<file path="src/rtl/sync_pkg.sv">
// Shared types and default sizing for the multi-group barrier collector.
package sync_pkg;

    typedef enum logic [1:0] {
        IDLE = 2'd0,
        WAIT = 2'd1,
        HIT  = 2'd2
    } sync_state_e;

    localparam int NODE_NUM_DEF = 12;
    localparam int GRP_NUM_DEF  = 4;
    localparam int TO_W_DEF     = 16;

endpackage

</file>
<file path="src/rtl/sync_group_fsm.sv">
// One barrier group: target mask, arrival buffer, WAIT-cycle timeout counter and
// the IDLE/WAIT/HIT state machine.
module sync_group_fsm
    import sync_pkg::*;
#(
    parameter int NODE_NUM = NODE_NUM_DEF,
    parameter int TO_W     = TO_W_DEF
) (
    input  logic                clk,
    input  logic                rst_n,
    input  logic                init_fire,
    input  logic [NODE_NUM-1:0] init_target,
    input  logic                arr_vld,
    input  logic [NODE_NUM-1:0] arr_mask,
    input  logic                abort,
    input  logic [TO_W-1:0]     timeout_cfg,
    output logic [1:0]          state,
    output logic [NODE_NUM-1:0] target,
    output logic                hit,
    output logic                err_timeout
);

    sync_state_e         state_q, state_d;
    logic [NODE_NUM-1:0] target_q, target_d;
    logic [NODE_NUM-1:0] buf_q, buf_d;
    logic [TO_W-1:0]     cnt_q, cnt_d;
    logic                err_to_q, err_to_d;
    logic [NODE_NUM-1:0] arr;
    logic [NODE_NUM-1:0] merged;

    always_comb begin
        state_d  = state_q;
        target_d = target_q;
        buf_d    = buf_q;
        cnt_d    = cnt_q;
        err_to_d = 1'b0;
        arr      = arr_vld ? (arr_mask & target_q) : '0;
        // This cycle's arrival is folded in so completion costs no extra cycle.
        merged   = buf_q | arr;
        case (state_q)
            IDLE: begin
                if (init_fire) begin
                    state_d  = WAIT;
                    target_d = init_target;
                    buf_d    = '0;
                    cnt_d    = '0;
                end
            end
            WAIT: begin
                cnt_d = cnt_q + TO_W'(1);
                buf_d = merged;
                if (abort) begin
                    state_d = IDLE;
                    buf_d   = '0;
                end else if (merged == target_q) begin
                    state_d = HIT;
                end else if ((timeout_cfg != '0) && (cnt_q == timeout_cfg - TO_W'(1))) begin
                    state_d  = IDLE;
                    buf_d    = '0;
                    err_to_d = 1'b1;
                end
            end
            HIT: begin
                state_d = IDLE;
                buf_d   = '0;
            end
            default: begin
                state_d = IDLE;
                buf_d   = '0;
            end
        endcase
    end

    always_ff @(posedge clk or negedge rst_n) begin
        if (!rst_n) begin
            state_q  <= IDLE;
            target_q <= '0;
            buf_q    <= '0;
            cnt_q    <= '0;
            err_to_q <= 1'b0;
        end else begin
            state_q  <= state_d;
            target_q <= target_d;
            buf_q    <= buf_d;
            cnt_q    <= cnt_d;
            err_to_q <= err_to_d;
        end
    end

    assign state       = state_q;
    assign target      = target_q;
    assign hit         = (state_q == HIT);
    assign err_timeout = err_to_q;

endmodule

</file>
<file path="src/rtl/sync_barrier_multi.sv">
// Multi-group barrier collector: decodes init/request handshakes onto GRP_NUM
// independent group FSMs and reports stray requests and zero-target inits.
module sync_barrier_multi
    import sync_pkg::*;
#(
    parameter int NODE_NUM = NODE_NUM_DEF,
    parameter int GRP_NUM  = GRP_NUM_DEF,
    parameter int TO_W     = TO_W_DEF,
    localparam int NID_W   = (NODE_NUM > 1) ? $clog2(NODE_NUM) : 1,
    localparam int GID_W   = (GRP_NUM > 1) ? $clog2(GRP_NUM) : 1
) (
    input  logic                clk,
    input  logic                rst_n,
    input  logic                init_vld,
    input  logic [GID_W-1:0]    init_grp_id,
    input  logic [NODE_NUM-1:0] init_target,
    output logic                init_rdy,
    input  logic                req_vld,
    input  logic [GID_W-1:0]    req_grp_id,
    input  logic [NID_W-1:0]    req_node_id,
    output logic                req_rdy,
    input  logic [GRP_NUM-1:0]  grp_abort,
    input  logic [TO_W-1:0]     timeout_cfg,
    output logic [GRP_NUM-1:0]  hit,
    output logic [GRP_NUM-1:0]  err_timeout,
    output logic                err_stray,
    output logic                err_cfg,
    output logic [GRP_NUM-1:0]  grp_busy
);

    logic [1:0]          grp_state  [GRP_NUM];
    logic [NODE_NUM-1:0] grp_target [GRP_NUM];
    logic [GRP_NUM-1:0]  init_fire;
    logic [GRP_NUM-1:0]  arr_vld;
    logic [NODE_NUM-1:0] node_oh;
    logic [NODE_NUM-1:0] req_tgt;
    logic                init_acc, req_acc;
    logic                err_stray_q, err_stray_d;
    logic                err_cfg_q, err_cfg_d;

    // Out-of-range group/node ids match no decode entry, so they read as not-ready / stray.
    always_comb begin
        init_rdy  = 1'b0;
        req_rdy   = 1'b0;
        req_tgt   = '0;
        node_oh   = '0;
        init_fire = '0;
        arr_vld   = '0;
        for (int n = 0; n < NODE_NUM; n++) begin
            if (req_node_id == NID_W'(n)) node_oh[n] = 1'b1;
        end
        for (int g = 0; g < GRP_NUM; g++) begin
            if (init_grp_id == GID_W'(g)) init_rdy = (grp_state[g] == IDLE);
            if (req_grp_id == GID_W'(g)) begin
                req_rdy = (grp_state[g] == WAIT);
                req_tgt = grp_target[g];
            end
        end
        init_acc = init_vld & init_rdy;
        req_acc  = req_vld & req_rdy;
        for (int g = 0; g < GRP_NUM; g++) begin
            init_fire[g] = init_acc && (init_target != '0) && (init_grp_id == GID_W'(g));
            arr_vld[g]   = req_acc && (req_grp_id == GID_W'(g));
        end
        err_stray_d = req_acc && ((node_oh & req_tgt) == '0);
        err_cfg_d   = init_acc && (init_target == '0);
    end

    always_ff @(posedge clk or negedge rst_n) begin
        if (!rst_n) begin
            err_stray_q <= 1'b0;
            err_cfg_q   <= 1'b0;
        end else begin
            err_stray_q <= err_stray_d;
            err_cfg_q   <= err_cfg_d;
        end
    end

    for (genvar g = 0; g < GRP_NUM; g++) begin : g_grp
        sync_group_fsm #(
            .NODE_NUM (NODE_NUM),
            .TO_W     (TO_W)
        ) u_grp (
            .clk         (clk),
            .rst_n       (rst_n),
            .init_fire   (init_fire[g]),
            .init_target (init_target),
            .arr_vld     (arr_vld[g]),
            .arr_mask    (node_oh),
            .abort       (grp_abort[g]),
            .timeout_cfg (timeout_cfg),
            .state       (grp_state[g]),
            .target      (grp_target[g]),
            .hit         (hit[g]),
            .err_timeout (err_timeout[g])
        );
        assign grp_busy[g] = (grp_state[g] != IDLE);
    end

    assign err_stray = err_stray_q;
    assign err_cfg   = err_cfg_q;

endmodule
</file>
<file path="config.mk">
export PLATFORM = sky130hd
export DESIGN_NAME = sync_barrier_multi
export DESIGN_NICKNAME = d
export VERILOG_FILES = /design/src/rtl/sync_pkg.sv /design/src/rtl/sync_group_fsm.sv /design/src/rtl/sync_barrier_multi.sv
export SDC_FILE = /design/constraint.sdc
export NUM_CORES = 1
export LEC_CHECK = 0
export CORE_ASPECT_RATIO = 0.7
export CORE_MARGIN = 5
export CORE_UTILIZATION = 50
export CTS_CLUSTER_DIAMETER = 60
export CTS_CLUSTER_SIZE = 12
export DETAILED_ROUTE_END_ITERATION = 8
export PLACE_DENSITY = 0.65
export SYNTH_ARGS = -nofsm -noshare
export SYNTH_HDL_FRONTEND = slang
export SYNTH_SLANG_ARGS = --single-unit
</file>
<file path="constraint.sdc">
create_clock -name clk -period 5.36 [get_ports clk]
set_input_delay 1.072 -clock clk [delete_from_list [all_inputs] [get_ports clk]]
set_output_delay 1.072 -clock clk [all_outputs]
set_load 0.01 [all_outputs]
</file>
# Word-level counts from Yosys, hierarchy flattened
# Cells that the tools add are included.
# W data, S select, Z words.
totals:
  mem_bits_rw: 0
  word_cells: 217
  register_bits: 174
  latch_bits: 0
  mem_bits_ro: 0
  inputBits: 44
  memories: 0
  output_inout_bits: 16
classes:
  n_eq_ne: 41
  mux: 92
  mul: 0
  n_reduce_logical: 46
  bitwise: 11
  div_mod_pow: 0
  magnitude_cmp: 0
  n_shift: 0
  add_sub_neg: 5
ops:
  columns: ["operator", "count"]
  rows:
  - ["$mux W12", 24]
  - ["$pmux W16 S2", 4]
  - ["$pmux W12 S2", 4]
  - ["$add A16 B1 Y16 const B", 4]
  - ["$eq A16 B16 Y1", 4]
  - ["$mux W16", 4]
  - ["$and A12 B12 Y12", 5]
  - ["$eq A12 B12 Y1", 4]
  - ["$or A12 B12 Y12", 4]
  - ["$mux W1", 36]
  - ["$mux W2", 16]
  - ["$logic_not A12 Y1", 2]
  - ["$reduce_and A2 Y1", 12]
  - ["$eq A2 B2 Y1 const B", 8]
  - ["$eq A4 B3 Y1 const B", 4]
  - ["$eq A4 B4 Y1 const B", 4]
  - ["$ne A4 B2 Y1 const B", 4]
  - ["$pmux W2 S2", 4]
  - ["$reduce_bool A16 Y1", 1]
  - ["$reduce_bool A2 Y1", 8]
  - ["$sub A16 B1 Y16 const B", 1]
  - ["$logic_and A1 B1 Y1", 15]
  - ["$eq A2 B1 Y1 const B", 6]
  - ["$logic_not A2 Y1", 6]
  - ["6 further kinds", 11]

# Longest topological paths before layout
# Gate-level depths: netlist of run 1.
depth:
  depth_word: 13
  depth_mapped: 15
  ltp_nobuf: 10

# Cells and area by module
# From an unflattened synthesis of run 1, not the netlist that was laid out.
unflattened:
  cells_unflattened: 1344
  area_unflattened_um2: 12056.6
by_module_without_submodules:
  columns: ["mod", "area_each_um2", "instances", "seq_area_each_um2", "cells_each"]
  rows:
  - ["sync_group_fsm (g_grp[0].u_grp ...)", 2702.6, 2, 1076.0, 293]
  - ["sync_group_fsm (g_grp[2].u_grp)", 2954.1, 1, 1076.0, 354]
  - ["sync_group_fsm (g_grp[3].u_grp)", 2925.3, 1, 1076.0, 313]
  - ["sync_barrier_multi", 772.0, 1, 50.0, 91]

# Worst setup path after synthesis of run 1
# Ideal clock, no wire load.
synth_path:
  path_kind: "input to register"
  startpoint: "input port timeout_cfg[0]"
  endpoint: "register g_grp[1].u_grp.buf_q[2]"
  arrival_ns: 4.074
  setup_time_ns: 0.119
  slack_ns: 1.167
  cell_stages: 13
  path_cell_list: "clkbuf_1 > inv_1 > ha_1 > buf_2 > or4b_1 > buf_2 > nor4_4 > nor3b_1 > or4b_4 > nor4b_4 > o22ai_1 > buf_6 > and2_1"
synth_via:
  elab_chain_cells: 7
  word_cells_on_any_way: 8
synth_rtl:
  columns: ["element", "line_no", "source"]
  rows:
  - ["from (decl)", "sync_barrier_multi.sv:23", "input logic [TO_W-1:0] timeout_cfg,"]
  - ["$sub A16 B1 Y16", "sync_group_fsm.sv:57", "end else if ((timeout_cfg != '0) && (cnt_q == timeout_cfg - TO_W'(1))) begin"]
  - ["$eq A16 B16 Y1", "sync_group_fsm.sv:57", null]
  - ["$logic_and A1 B1 Y1 (*)", "sync_group_fsm.sv:57", null]
  - ["$mux W12 (*)", "sync_group_fsm.sv:57", null]
  - ["$mux W12 (*)", "sync_group_fsm.sv:55", "end else if (merged == target_q) begin"]
  - ["$mux W12 (*)", "sync_group_fsm.sv:52", "if (abort) begin"]
  - ["$pmux W12 S2 (*)", "sync_group_fsm.sv:40", "case (state_q)"]
  - ["to (signal assigned)", "sync_group_fsm.sv:84", "buf_q <= buf_d;"]
  - ["to (decl)", "sync_group_fsm.sv:25", "logic [NODE_NUM-1:0] buf_q, buf_d;"]
# Mark *: on every way between the ends. The rest lies on a longest branch, timed or not.
# A chain may end at the register's enable or synchronous reset.

# Worst setup path after layout of run 1
layout_path:
  startpoint: "input port timeout_cfg[1]"
  endpoint: "register g_grp[1].u_grp.buf_q[1]"
# The elaborated chain is that of the path after synthesis.

==> metrics.txt, run 1 <==
# TYPE chip_impl_metric gauge
chip_impl_metric{name="gr-usage-all-layers",unit=""} 0.2940
chip_impl_metric{name="final_nets",unit=""} 1434
chip_impl_info{name="path_cells",value="clkdlybuf4s50_1 -> inv_1 -> ha_1 -> or4b_1 -> nor3_2 -> mux2_2 -> a31oi_1 -> nand4b_1 -> nor4b_4 -> o22ai_1 -> and2_1"} 1
chip_impl_info{name="synth_flop_cell",value="sky130_fd_sc_hd__dfrtp_1"} 1
chip_impl_metric{name="max-cap-violations",unit=""} 0
chip_impl_metric{name="cts-hold-fix-buffers",unit=""} 0
chip_impl_metric{name="power_report.internal_total",unit="uW"} 2491
chip_impl_metric{name="netSwitchingFraction",unit=""} 0.3228
chip_impl_metric{name="critical_path_cell_count",unit=""} 11
chip_impl_metric{name="cts-htree-levels",unit=""} 4
chip_impl_metric{name="timing.max_slew.rel_slack",unit=""} 0.3094
chip_impl_info{name="timing_worst_setup_path_type",value="primary input to flop"} 1
chip_impl_metric{name="antenna_cells",unit=""} 0
chip_impl_metric{name="initial_core_utilization",unit=""} 0.5085
chip_impl_metric{name="net_switching_power",unit="uW"} 1188
chip_impl_info{name="endpoint_kind",value="flop"} 1
chip_impl_info{name="setup_repair_after_global_routing_missed_its_margin",value="no"} 1
chip_impl_info{name="holdCritPathClass",value="flop to flop"} 1
chip_impl_metric{name="critical_path.max_fanout",unit=""} 12
chip_impl_metric{name="numPortBuffers",unit=""} 59
chip_impl_info{name="netlist_top_cells_area",value="sky130_fd_sc_hd__dfrtp_1 38%, sky130_fd_sc_hd__nand2_1 6.2%, sky130_fd_sc_hd__o21ai_0 4.9%"} 1
chip_impl_metric{name="ff2ff_path_depth",unit=""} 8
chip_impl_metric{name="power_frac_clock",unit=""} 0.341
chip_impl_metric{name="ir_worst_vdd",unit="mV"} 0.2490
chip_impl_metric{name="post_synth_inst_count",unit=""} 1377
chip_impl_metric{name="core_occupancy_in_the_finished_layout",unit=""} 0.5681
chip_impl_metric{name="postcts_setup_bufs",unit=""} 0
chip_impl_metric{name="clockBufferDepth",unit=""} 2
chip_impl_metric{name="die-area",unit="um2"} 26250
chip_impl_metric{name="detail_route.wirelength",unit="um"} 37800
chip_impl_metric{name="dp_hpwl",unit="um"} 28170
chip_impl_info{name="tritoncts",value="built"} 1
chip_impl_metric{name="report.final.slew_viol_count",unit=""} 0
chip_impl_metric{name="initial_antenna_violation_count",unit=""} 0
chip_impl_metric{name="slew_at_the_pin_closest_to_its_max_slew_limit",unit="ns"} 1.034
chip_impl_metric{name="comb_power_share",unit=""} 0.207
chip_impl_metric{name="power.static_leakage",unit="uW"} 0.005176
chip_impl_info{name="crit_family",value="simple AND/OR/NAND/NOR gates"} 1
chip_impl_metric{name="worstPathBufferInverterCount",unit=""} 2
chip_impl_metric{name="data_arrival_time_of_the_critical_path",unit="ns"} 4.81
chip_impl_metric{name="grt_start_max_net_pins",unit=""} 102
chip_impl_metric{name="area_delta_synth_final",unit="%"} 11.72
chip_impl_metric{name="fin_crit_sh",unit=""} 0.8378
chip_impl_metric{name="num_io_pins",unit=""} 60
chip_impl_metric{name="clock_edge_transition_at_the_registers_on_the_reported_setup_and_hold_paths",unit="ns"} 0.07
chip_impl_info{name="slowest_cell_on_the_critical_path",value="sky130_fd_sc_hd__or4b_1"} 1
chip_impl_metric{name="synth.ff_latch_count",unit=""} 174
chip_impl_metric{name="setup_viol",unit=""} 0
chip_impl_metric{name="grt_overflow",unit=""} 0
chip_impl_info{name="worstSetupEndpoint",value="g_grp[1].u_grp.buf_q[1]"} 1
chip_impl_metric{name="via_count",unit=""} 10810
chip_impl_metric{name="fp.dieH",unit="um"} 137.1
chip_impl_metric{name="post_drt_wl_per_cell",unit="um"} 22.11
chip_impl_metric{name="synth_sequential_area_ratio",unit=""} 0.3776
chip_impl_metric{name="share_seq_of_total_power",unit=""} 0.452
chip_impl_metric{name="ys_warn_count",unit=""} 0
chip_impl_metric{name="worst_r2r_setup_slack",unit="ns"} 1.94
chip_impl_info{name="start_kind",value="primary input"} 1
chip_impl_metric{name="cts.repair.resized",unit=""} 0
chip_impl_metric{name="synth-async-reset-ratio",unit=""} 1.000
chip_impl_metric{name="ant_nets",unit=""} 0
chip_impl_metric{name="grt_pass1_wl",unit="um"} 59120
chip_impl_metric{name="mappedNetlistArea",unit="um2"} 11530
chip_impl_info{name="synthDominantAreaCellType",value="sky130_fd_sc_hd__dfrtp_1"} 1
chip_impl_metric{name="layout_skew",unit="ns"} 0.01102
chip_impl_metric{name="power.density",unit="nW/um2"} 285.5
chip_impl_metric{name="hold_viol",unit=""} 0
chip_impl_metric{name="max_freq",unit="GHz"} 0.2227
chip_impl_metric{name="detail_route.iter0.violations",unit=""} 1425
chip_impl_metric{name="synth_edf_count",unit=""} 0
chip_impl_info{name="startpoint",value="timeout_cfg[1]"} 1
chip_impl_metric{name="cts.sinks",unit=""} 174
chip_impl_metric{name="worst_path_largest_cell_delay",unit="ns"} 0.62
chip_impl_metric{name="clock_insertion_delay_worst_skew",unit="ns"} 0.44
chip_impl_metric{name="tns",unit="ns"} 0
chip_impl_info{name="critical_path.reg2reg.endpoint",value="g_grp[1].u_grp.buf_q[1]"} 1
chip_impl_info{name="regToRegStartpoint",value="g_grp[1].u_grp.state[1]"} 1
chip_impl_metric{name="required_time_at_the_endpoint_of_the_critical_path",unit="ns"} 5.68
chip_impl_metric{name="synth.lib_cells_used.distinct",unit=""} 81
chip_impl_metric{name="die_width",unit="um"} 191.5
chip_impl_metric{name="layout-drive-gt1-share",unit=""} 0.07439
chip_impl_metric{name="core.rowCount",unit=""} 46
chip_impl_metric{name="layout_min_cycle_time",unit="ns"} 4.490
chip_impl_metric{name="first_global_vias",unit=""} 9886
chip_impl_metric{name="remaining_drc_errors",unit=""} 0
chip_impl_metric{name="globalplace.congestion",unit=""} 0.9949
chip_impl_metric{name="fp.coreArea",unit="um2"} 22680
chip_impl_metric{name="synth_fp_nets",unit=""} 1426
chip_impl_metric{name="cts_made_buffers",unit=""} 17
chip_impl_metric{name="area_share_of_the_largest_cell_type_after_synthesis",unit=""} 0.3776
chip_impl_metric{name="via_per_inst",unit=""} 6.320
chip_impl_metric{name="synth_area_per_cell",unit="um2"} 8.374
chip_impl_info{name="cts.root.buffer_cell",value="sky130_fd_sc_hd__clkbuf_16"} 1
chip_impl_metric{name="drt_first_pass_iters",unit=""} 5
chip_impl_info{name="status",value="completed"} 1
==> logic make-up (layout without fill, tap and decap cells) <==
family | count (synthesis) | count (layout) | synth area share
AOI/OAI and AO/OA | 324 | 324 | 0.1865
xor gates and xnor gates | 70 | 70 | 0.05925
DFF | 174 | 174 | 0.3776
buffers and inverters | 163 | 184 | 0.06120
adders and majority gates | 5 | 5 | 0.005425
and+or+nand+nor | 623 | 623 | 0.2909
muxes | 18 | 18 | 0.01910
==> area by class of cell <==
type | instances | area, um2
Fill cell | 2121 | 9794
Multi-Input combinational cell | 1040 | 6476
Sequential cell | 174 | 4354
Timing Repair Buffer | 97 | 877.1
Clock buffer | 23 | 467.9
Tap cell | 312 | 390.4
Inverter | 55 | 206.4
Clock inverter | 9 | 110.1
==> cells in the mapped netlist, drive strengths merged, types with 6 or more instances <==
library cell  number
a2111oi            6
o31ai             10
o21ai            113
nor3              32
xnor2             38
nor4b             10
a31oi             14
mux2              12
o22ai             10
nand2b            41
and3              29
nor4bb             7
and4               8
o2111ai           10
or3               13
and2              13
a211oi             6
or2                6
buf               25
nand2            189
nor2b             25
a21oi             34
nor4              53
nand3             63
xor2              27
inv               55
o21a              46
a311oi            18
a22oi              6
nor3b             16
nand4             25
nor2              69
nand4b             6
o211ai             8
clkbuf            83
dfrtp            174
==> metal layers <==
metal	vias to the layer above	track usage	share of wire
li1	5005	-	-
met1	5269	0.4688	0.49
met2	495	0.3902	0.40
met3	38	0.08593	0.10
met4	0	0.05622	0.012
met5	-	0	0
==> cell usage in the layout (no fill, tap or decap), types with 13 or more instances in the layout <==
| cell | n |
|---|---|
| sky130_fd_sc_hd__nand2b_1 | 41 |
| sky130_fd_sc_hd__nand4_1 | 25 |
| sky130_fd_sc_hd__nor3b_1 | 14 |
| sky130_fd_sc_hd__xnor2_1 | 38 |
| sky130_fd_sc_hd__a21oi_1 | 34 |
| sky130_fd_sc_hd__a31oi_1 | 14 |
| sky130_fd_sc_hd__or3_1 | 13 |
| sky130_fd_sc_hd__nor2_1 | 69 |
| sky130_fd_sc_hd__dfrtp_1 | 174 |
| sky130_fd_sc_hd__nor4_1 | 51 |
| sky130_fd_sc_hd__clkbuf_16 | 17 |
| sky130_fd_sc_hd__buf_4 | 38 |
| sky130_fd_sc_hd__xor2_1 | 27 |
| sky130_fd_sc_hd__nor2b_1 | 25 |
| sky130_fd_sc_hd__a311oi_1 | 18 |
| sky130_fd_sc_hd__nand3_1 | 63 |
| sky130_fd_sc_hd__o21a_1 | 46 |
| sky130_fd_sc_hd__and3_1 | 29 |
| sky130_fd_sc_hd__nor3_1 | 29 |
| sky130_fd_sc_hd__inv_1 | 55 |
| sky130_fd_sc_hd__nand2_1 | 189 |
| sky130_fd_sc_hd__clkdlybuf4s50_1 | 58 |
| sky130_fd_sc_hd__o21ai_0 | 112 |
==> power groups by stage <==
stage	clock, uW	combinational (uW)	sequential, uW
2_1_floorplan	0	552	1590
3_3_place_gp	0	738	1670
3_5_place_dp	0	749	1670
4_1_cts	1270	750	1650
5_1_grt	1320	844	1690
6_report	1250	760	1660
==> worst min path at each step <==
stage                             startpoint                       end  cells after the start
floorplan            g_grp[0].u_grp.buf_q[5]   g_grp[0].u_grp.buf_q[5]                      1
global placement     g_grp[3].u_grp.buf_q[8]   g_grp[3].u_grp.buf_q[8]                      1
detailed placement  g_grp[1].u_grp.buf_q[11]  g_grp[1].u_grp.buf_q[11]                      1
CTS                 g_grp[1].u_grp.buf_q[11]  g_grp[1].u_grp.buf_q[11]                      1
global route         g_grp[1].u_grp.buf_q[6]   g_grp[1].u_grp.buf_q[6]                      1
finish              g_grp[1].u_grp.buf_q[11]  g_grp[1].u_grp.buf_q[11]                      1
==> state kept, by name, summed over array words and instances, names as in the netlist <==
register,flops
err_stray,1
g_grp.u_grp.buf_q,48
g_grp.u_grp.cnt_q,64
g_grp.u_grp.err_timeout,4
g_grp.u_grp.state,8
err_cfg,1
g_grp.u_grp.target,48
==> metrics by stage <==
| stage | hold WS (ns) | area (um2) | worst slack [ns] | cells | total power [uW] |
|---|---|---|---|---|---|
| 4_1_cts | 0.4942 | 12880 | 0.9593 | 1710 | 3671 |
| 3_5_place_dp | 0.4796 | 12300 | 0.5070 | 1678 | 2423 |
| 3_3_place_gp | 0.4761 | 12300 | 0.5168 | 1678 | 2410 |
| 6_report | 0.4895 | 12880 | 0.8696 | 1710 | 3678 |
| 2_1_floorplan | 0.4640 | 11530 | 1.167 | 1377 | 2139 |
| 5_1_grt | 0.5058 | 12880 | 0.6878 | 1710 | 3853 |
Note: power is estimated with default switching activity, not from simulation.
==> run 2: changes to the inputs <==
clock period = 4.2 ns   (was 5.36 ns; I/O delays follow)
==> metrics.txt, run 2 (synthesis results as in run 1) <==
# TYPE chip_impl_metric gauge
chip_impl_metric{name="net_switching_power",unit="uW"} 1607
chip_impl_metric{name="num_io_pins",unit=""} 60
chip_impl_metric{name="worst_path_largest_cell_delay",unit="ns"} 0.66
chip_impl_metric{name="cts-hold-fix-buffers",unit=""} 0
chip_impl_metric{name="core.rowCount",unit=""} 46
chip_impl_metric{name="fin_worst_hold_slack",unit="ns"} 0.3985
chip_impl_metric{name="ant_nets",unit=""} 0
chip_impl_metric{name="setup_viol",unit=""} 0
chip_impl_metric{name="globalplace.congestion",unit=""} 0.9962
chip_impl_metric{name="netSwitchingFraction",unit=""} 0.3291
chip_impl_metric{name="final_nets",unit=""} 1509
chip_impl_metric{name="max-cap-violations",unit=""} 0
chip_impl_metric{name="power.static_leakage",unit="uW"} 0.005583
chip_impl_metric{name="max_freq",unit="GHz"} 0.2528
chip_impl_metric{name="slew_at_the_pin_closest_to_its_max_slew_limit",unit="ns"} 0.9001
chip_impl_metric{name="comb_power_share",unit=""} 0.213
chip_impl_metric{name="cts_made_buffers",unit=""} 17
chip_impl_info{name="endpoint_kind",value="flop"} 1
chip_impl_metric{name="dp_worst_setup_slack",unit="ns"} -0.1464
chip_impl_metric{name="die_width",unit="um"} 191.5
chip_impl_metric{name="cts-htree-levels",unit=""} 4
chip_impl_metric{name="via_count",unit=""} 11190
chip_impl_metric{name="fp.coreArea",unit="um2"} 22680
chip_impl_metric{name="layout_min_cycle_time",unit="ns"} 3.956
chip_impl_info{name="status",value="completed"} 1
chip_impl_info{name="path_cells",value="clkdlybuf4s50_1 -> buf_4 -> nor4b_2 -> buf_4 -> a21oi_1 -> nor4_1 -> nand3_1 -> nor3_1 -> a221o_1 -> o21a_1"} 1
chip_impl_info{name="critical-path-top-cell-by-count",value="sky130_fd_sc_hd__buf_4"} 1
chip_impl_metric{name="post-route-cell-area",unit="um2"} 13510
chip_impl_metric{name="worstPathBufferInverterCount",unit=""} 3
chip_impl_metric{name="post_drt_wl_per_cell",unit="um"} 22.58
chip_impl_metric{name="cts.sinks",unit=""} 174
chip_impl_metric{name="critical_path.max_fanout",unit=""} 12
chip_impl_metric{name="drt_first_pass_iters",unit=""} 5
chip_impl_metric{name="post-layout-total-power",unit="uW"} 4883
chip_impl_metric{name="grt_pass1_wl",unit="um"} 61500
chip_impl_info{name="regMostFlops",value="g_grp.u_grp.cnt_q"} 1
chip_impl_metric{name="ir_worst_vdd",unit="mV"} 0.3248
chip_impl_metric{name="layout-drive-gt1-share",unit=""} 0.1242
chip_impl_metric{name="core_occupancy_in_the_finished_layout",unit=""} 0.5957
chip_impl_metric{name="initial_antenna_violation_count",unit=""} 0
chip_impl_metric{name="fin_crit_sh",unit=""} 0.9419
chip_impl_metric{name="die-area",unit="um2"} 26250
chip_impl_metric{name="first_global_vias",unit=""} 10100
chip_impl_info{name="commonest_cells_after_routing_fill_and_taps_aside",value="189 x sky130_fd_sc_hd__nand2_1, 174 x sky130_fd_sc_hd__dfrtp_1, 112 x sky130_fd_sc_hd__o21ai_0, 112 x sky130_fd_sc_hd__buf_4, 69 x sky130_fd_sc_hd__nor2_1"} 1
chip_impl_info{name="cts.root.buffer_cell",value="sky130_fd_sc_hd__clkbuf_16"} 1
chip_impl_metric{name="required_time_at_the_endpoint_of_the_critical_path",unit="ns"} 4.58
chip_impl_info{name="slowest_cell_on_the_critical_path",value="sky130_fd_sc_hd__clkdlybuf4s50_1"} 1
chip_impl_info{name="holdCritPathClass",value="primary input to asynchronous set/reset pin"} 1
chip_impl_metric{name="area_delta_synth_final",unit="%"} 17.15
chip_impl_info{name="tritoncts",value="built"} 1
chip_impl_metric{name="power_report.internal_total",unit="uW"} 3276
chip_impl_metric{name="hold_viol",unit=""} 0
chip_impl_metric{name="dp_hpwl",unit="um"} 30840
chip_impl_metric{name="fp.dieH",unit="um"} 137.1
chip_impl_metric{name="post_dp_cell_area",unit="um2"} 12880
chip_impl_metric{name="data_arrival_time_of_the_critical_path",unit="ns"} 4.34
chip_impl_metric{name="power_frac_clock",unit=""} 0.350
chip_impl_info{name="crit_family",value="simple AND/OR/NAND/NOR gates"} 1
chip_impl_metric{name="timing.max_slew.rel_slack",unit=""} 0.3999
chip_impl_metric{name="power.density",unit="nW/um2"} 361.4
chip_impl_info{name="timing_worst_setup_path_type",value="primary input to flop"} 1
chip_impl_metric{name="number_of_flip_flops_in_the_largest_register",unit=""} 64
chip_impl_metric{name="final.setup.worst_slack",unit="ns"} 0.2440
chip_impl_info{name="setup_repair_after_global_routing_missed_its_margin",value="no"} 1
chip_impl_metric{name="clockBufferDepth",unit=""} 2
chip_impl_metric{name="antenna_cells",unit=""} 0
chip_impl_metric{name="initial_core_utilization",unit=""} 0.5085
chip_impl_metric{name="numPortBuffers",unit=""} 59
chip_impl_metric{name="detail_route.wirelength",unit="um"} 40300
chip_impl_metric{name="postcts_setup_bufs",unit=""} 0
chip_impl_metric{name="grt_start_max_net_pins",unit=""} 86
chip_impl_metric{name="clock_insertion_delay_worst_skew",unit="ns"} 0.45
chip_impl_metric{name="clock_edge_transition_at_the_registers_on_the_reported_setup_and_hold_paths",unit="ns"} 0.07
chip_impl_metric{name="remaining_drc_errors",unit=""} 0
chip_impl_metric{name="detail_route.iter0.violations",unit=""} 1428
chip_impl_info{name="layout_commonest_cell",value="sky130_fd_sc_hd__nand2_1"} 1
chip_impl_metric{name="via_per_inst",unit=""} 6.271
chip_impl_metric{name="grt_overflow",unit=""} 0
chip_impl_metric{name="report.final.slew_viol_count",unit=""} 0
chip_impl_metric{name="layout_skew",unit="ns"} 0.01021
chip_impl_metric{name="gr-usage-all-layers",unit=""} 0.3116
chip_impl_metric{name="share_seq_of_total_power",unit=""} 0.437
chip_impl_info{name="start_kind",value="primary input"} 1
run 2: timing repair:
item                                    in CTS  in global routing
endpoints found under the setup margin       0                 12
resized for setup                            0                  1
endpoints found under the hold margin        0                  0
run 2: power groups by stage:
stage                     clock network [uW]  logic (uW)  registers (uW)
after floorplan                            0         704            2030
after global placement                     0        1010            2140
after detailed placement                   0        1020            2140
after CTS                               1730        1020            2120
after global routing                    1810        1140            2160
final                                   1710        1040            2130
run 2: worst paths after layout:
check                                        start                        end  slack (ns)  depth (start not counted)
setup / recovery                    req_node_id[0]    g_grp[0].u_grp.buf_q[5]        0.24                         10
hold / removal                               rst_n    g_grp[1].u_grp.cnt_q[6]        0.40                          1
setup reg to reg           g_grp[3].u_grp.state[1]    g_grp[3].u_grp.buf_q[3]        1.23                          9
hold reg to reg            g_grp[1].u_grp.buf_q[6]    g_grp[1].u_grp.buf_q[6]        0.49                          1
max in group asynchronous                    rst_n  g_grp[2].u_grp.target[11]        2.84                          2
min in group clk           g_grp[1].u_grp.buf_q[6]    g_grp[1].u_grp.buf_q[6]        0.49                          1
run 2: metal layers:
metal,vias to the layer above,GRT usage,part of all wire
met2,556,0.3953,0.38
li1,5154,-,-
met1,5430,0.5108,0.50
met3,50,0.09128,0.11
met5,-,0.03077,0.0027
met4,3,0.05542,0.012
run 2: area by class of cell:
cell class,instances,area [um2]
flip-flops and latches,174,4354
repair buffers,172,1453
clock inverters,13,180.2
clock buffers,19,442.9
multi-input cells,1040,6482
well taps,312,390.4
fillers,2080,9168
inverters,55,206.4
run 2: metrics by stage:
step | TNS (ns) | std cells
2_1_floorplan | 0 | 1377
3_3_place_gp | -3.236 | 1753
3_5_place_dp | -2.224 | 1753
4_1_cts | 0 | 1785
5_1_grt | 0 | 1785
6_report | 0 | 1785
==> run 3: changes to the inputs <==
CORE_ASPECT_RATIO = 1.25   (was 0.7)
MAX_ROUTING_LAYER = met4   (was unset)
SKIP_CTS_REPAIR_TIMING = 1   (was unset)
==> metrics.txt, run 3 (synthesis results as in run 1) <==
# TYPE chip_impl_metric gauge
chip_impl_metric{name="detail_route.wirelength",unit="um"} 38110
chip_impl_metric{name="via_count",unit=""} 10970
chip_impl_metric{name="net_switching_power",unit="uW"} 1557
chip_impl_metric{name="area_delta_synth_final",unit="%"} 15.85
chip_impl_metric{name="number_of_flip_flops_in_the_largest_register",unit=""} 64
chip_impl_metric{name="layout_skew",unit="ns"} 0.01848
chip_impl_metric{name="core_occupancy_in_the_finished_layout",unit=""} 0.5838
chip_impl_metric{name="final.setup.worst_slack",unit="ns"} 0.2343
chip_impl_info{name="layout_commonest_cell",value="sky130_fd_sc_hd__nand2_1"} 1
chip_impl_metric{name="power.static_leakage",unit="uW"} 0.005485
chip_impl_info{name="start_kind",value="primary input"} 1
chip_impl_metric{name="core.rowCount",unit=""} 62
chip_impl_metric{name="grt_start_max_net_pins",unit=""} 93
chip_impl_metric{name="cts.sinks",unit=""} 174
chip_impl_metric{name="tns",unit="ns"} 0
chip_impl_metric{name="report.final.slew_viol_count",unit=""} 0
chip_impl_metric{name="instances_no_fill",unit=""} 1750
chip_impl_metric{name="power_report.internal_total",unit="uW"} 3091
chip_impl_metric{name="grt_pass1_wl",unit="um"} 60860
chip_impl_metric{name="dp_worst_setup_slack",unit="ns"} -0.2080
chip_impl_metric{name="fin_crit_sh",unit=""} 0.9442
chip_impl_metric{name="post_drt_wl_per_cell",unit="um"} 21.78
chip_impl_metric{name="clock_edge_transition_at_the_registers_on_the_reported_setup_and_hold_paths",unit="ns"} 0.07
chip_impl_metric{name="ant_nets",unit=""} 0
chip_impl_info{name="endpoint_kind",value="flop"} 1
chip_impl_info{name="regMostFlops",value="g_grp.u_grp.cnt_q"} 1
chip_impl_metric{name="gr-usage-all-layers",unit=""} 0.2992
chip_impl_metric{name="first_global_vias",unit=""} 10990
chip_impl_metric{name="via_per_inst",unit=""} 6.269
chip_impl_metric{name="clock_insertion_delay_worst_skew",unit="ns"} 0.44
chip_impl_metric{name="cts_made_buffers",unit=""} 17
chip_impl_metric{name="clockBufferDepth",unit=""} 2
chip_impl_metric{name="max_freq",unit="GHz"} 0.2522
chip_impl_metric{name="critical_path.max_fanout",unit=""} 12
chip_impl_metric{name="numPortBuffers",unit=""} 59
chip_impl_info{name="cts.root.buffer_cell",value="sky130_fd_sc_hd__clkbuf_16"} 1
chip_impl_info{name="status",value="completed"} 1
chip_impl_metric{name="detail_route.iter0.violations",unit=""} 762
chip_impl_metric{name="layout-drive-gt1-share",unit=""} 0.1170
chip_impl_info{name="commonest_cells_after_routing_fill_and_taps_aside",value="189 x sky130_fd_sc_hd__nand2_1, 174 x sky130_fd_sc_hd__dfrtp_1, 112 x sky130_fd_sc_hd__o21ai_0, 98 x sky130_fd_sc_hd__buf_4, 69 x sky130_fd_sc_hd__nor2_1"} 1
chip_impl_metric{name="initial_core_utilization",unit=""} 0.5039
chip_impl_metric{name="die-area",unit="um2"} 26220
chip_impl_metric{name="remaining_drc_errors",unit=""} 0
chip_impl_metric{name="fp.coreArea",unit="um2"} 22880
chip_impl_metric{name="data_arrival_time_of_the_critical_path",unit="ns"} 4.29
chip_impl_metric{name="final_nets",unit=""} 1498
chip_impl_metric{name="share_seq_of_total_power",unit=""} 0.455
chip_impl_metric{name="power_frac_clock",unit=""} 0.329
chip_impl_metric{name="dp.cells",unit=""} 1718
chip_impl_info{name="holdCritPathClass",value="primary input to asynchronous set/reset pin"} 1
chip_impl_metric{name="die_width",unit="um"} 145.8
chip_impl_metric{name="hold_viol",unit=""} 0
chip_impl_info{name="timing_worst_setup_path_type",value="primary input to flop"} 1
chip_impl_info{name="tritoncts",value="built"} 1
chip_impl_metric{name="power.density",unit="nW/um2"} 347.9
chip_impl_metric{name="initial_antenna_violation_count",unit=""} 0
chip_impl_metric{name="max-cap-violations",unit=""} 0
chip_impl_metric{name="fp.dieH",unit="um"} 179.8
chip_impl_metric{name="grt_overflow",unit=""} 0
chip_impl_metric{name="drt_first_pass_iters",unit=""} 6
chip_impl_metric{name="slew_at_the_pin_closest_to_its_max_slew_limit",unit="ns"} 1.148
chip_impl_metric{name="setup_viol",unit=""} 0
chip_impl_metric{name="dp_hpwl",unit="um"} 28810
chip_impl_metric{name="num_io_pins",unit=""} 60
chip_impl_metric{name="comb_power_share",unit=""} 0.217
chip_impl_metric{name="required_time_at_the_endpoint_of_the_critical_path",unit="ns"} 4.53
chip_impl_metric{name="cts-htree-levels",unit=""} 4
chip_impl_metric{name="fin_worst_hold_slack",unit="ns"} 0.4876
chip_impl_metric{name="globalplace.congestion",unit=""} 0.9494
chip_impl_info{name="setup_repair_after_global_routing_missed_its_margin",value="no"} 1
chip_impl_metric{name="ir_worst_vdd",unit="mV"} 0.2704
chip_impl_metric{name="layout_min_cycle_time",unit="ns"} 3.966
chip_impl_metric{name="timing.max_slew.rel_slack",unit=""} 0.2274
chip_impl_metric{name="netSwitchingFraction",unit=""} 0.3350
chip_impl_metric{name="antenna_cells",unit=""} 0
[run 3: cell count changes in the layout (fill, tap and decap cells not counted)]
cell	change
sky130_fd_sc_hd__bufinv_16	-3
sky130_fd_sc_hd__inv_6	+2
sky130_fd_sc_hd__clkinv_4	-2
sky130_fd_sc_hd__buf_12	+3
sky130_fd_sc_hd__buf_4	-14
sky130_fd_sc_hd__clkbuf_1	+1
sky130_fd_sc_hd__inv_8	-1
sky130_fd_sc_hd__clkinvlp_4	+3
[run 3: worst max-delay path: stages]
cell and delay, ns:
sky130_fd_sc_hd__clkdlybuf4s50_1 0.41, sky130_fd_sc_hd__inv_1 0.08, sky130_fd_sc_hd__ha_1 0.16, sky130_fd_sc_hd__or4b_1 0.59, sky130_fd_sc_hd__or3_1 0.49, sky130_fd_sc_hd__a22oi_1 0.20, sky130_fd_sc_hd__o2111a_1 0.20, sky130_fd_sc_hd__nand4b_1 0.17
sky130_fd_sc_hd__nor4b_4 0.59, sky130_fd_sc_hd__o22ai_1 0.19, sky130_fd_sc_hd__buf_4 0.22, sky130_fd_sc_hd__and2_1 0.14
[run 3: metal layers]
layer | share of wire | track usage | vias to the layer above | routed length [um]
met5 | 0 | - | - | 0
met4 | 0.055 | 0.1547 | 0 | 2087
met3 | 0.054 | 0.03728 | 118 | 2050
met2 | 0.49 | 0.4964 | 447 | 18770
met1 | 0.40 | 0.3578 | 5289 | 15200
li1 | - | - | 5116 | -
[run 3: cell type report]
type                    instances  area, um2
clock inverters                12      101.3
fillers                      2098       9525
multi-input cells            1040       6482
inverters                      55      206.4
clock buffers                  20      446.7
repair buffers                161       1408
well taps                     288      360.3
flip-flops and latches        174       4354
[run 3: power by group through the flow]
stage	clock, uW	combinational [uW]	sequential, uW
after floorplan	0	704	2030
after CTS	1550	1000	2110
final	1530	1010	2110
after global placement	0	982	2130
after global routing	1620	1120	2140
after detailed placement	0	1000	2130
[run 3: path summary, 6_finish.rpt]
check | slack (ns) | cells after the start | end | startpoint
hold reg to reg | 0.49 | 1 | g_grp[3].u_grp.buf_q[5] | g_grp[3].u_grp.buf_q[5]
setup reg to reg | 1.24 | 10 | g_grp[3].u_grp.buf_q[7] | g_grp[3].u_grp.state[1]
hold / removal | 0.49 | 1 | g_grp[1].u_grp.buf_q[4] | rst_n
setup / recovery | 0.23 | 12 | g_grp[1].u_grp.buf_q[1] | timeout_cfg[0]
max in group asynchronous | 2.82 | 2 | g_grp[3].u_grp.cnt_q[3] | rst_n
min in group clk | 0.49 | 1 | g_grp[3].u_grp.buf_q[5] | g_grp[3].u_grp.buf_q[5]
[run 3: stage by stage]
stage	total power [uW]	area, um2
final	4647	13360
after floorplan	2730	11530
after CTS	4665	13360
after global routing	4880	13360
after detailed placement	3135	12810
after global placement	3116	12810
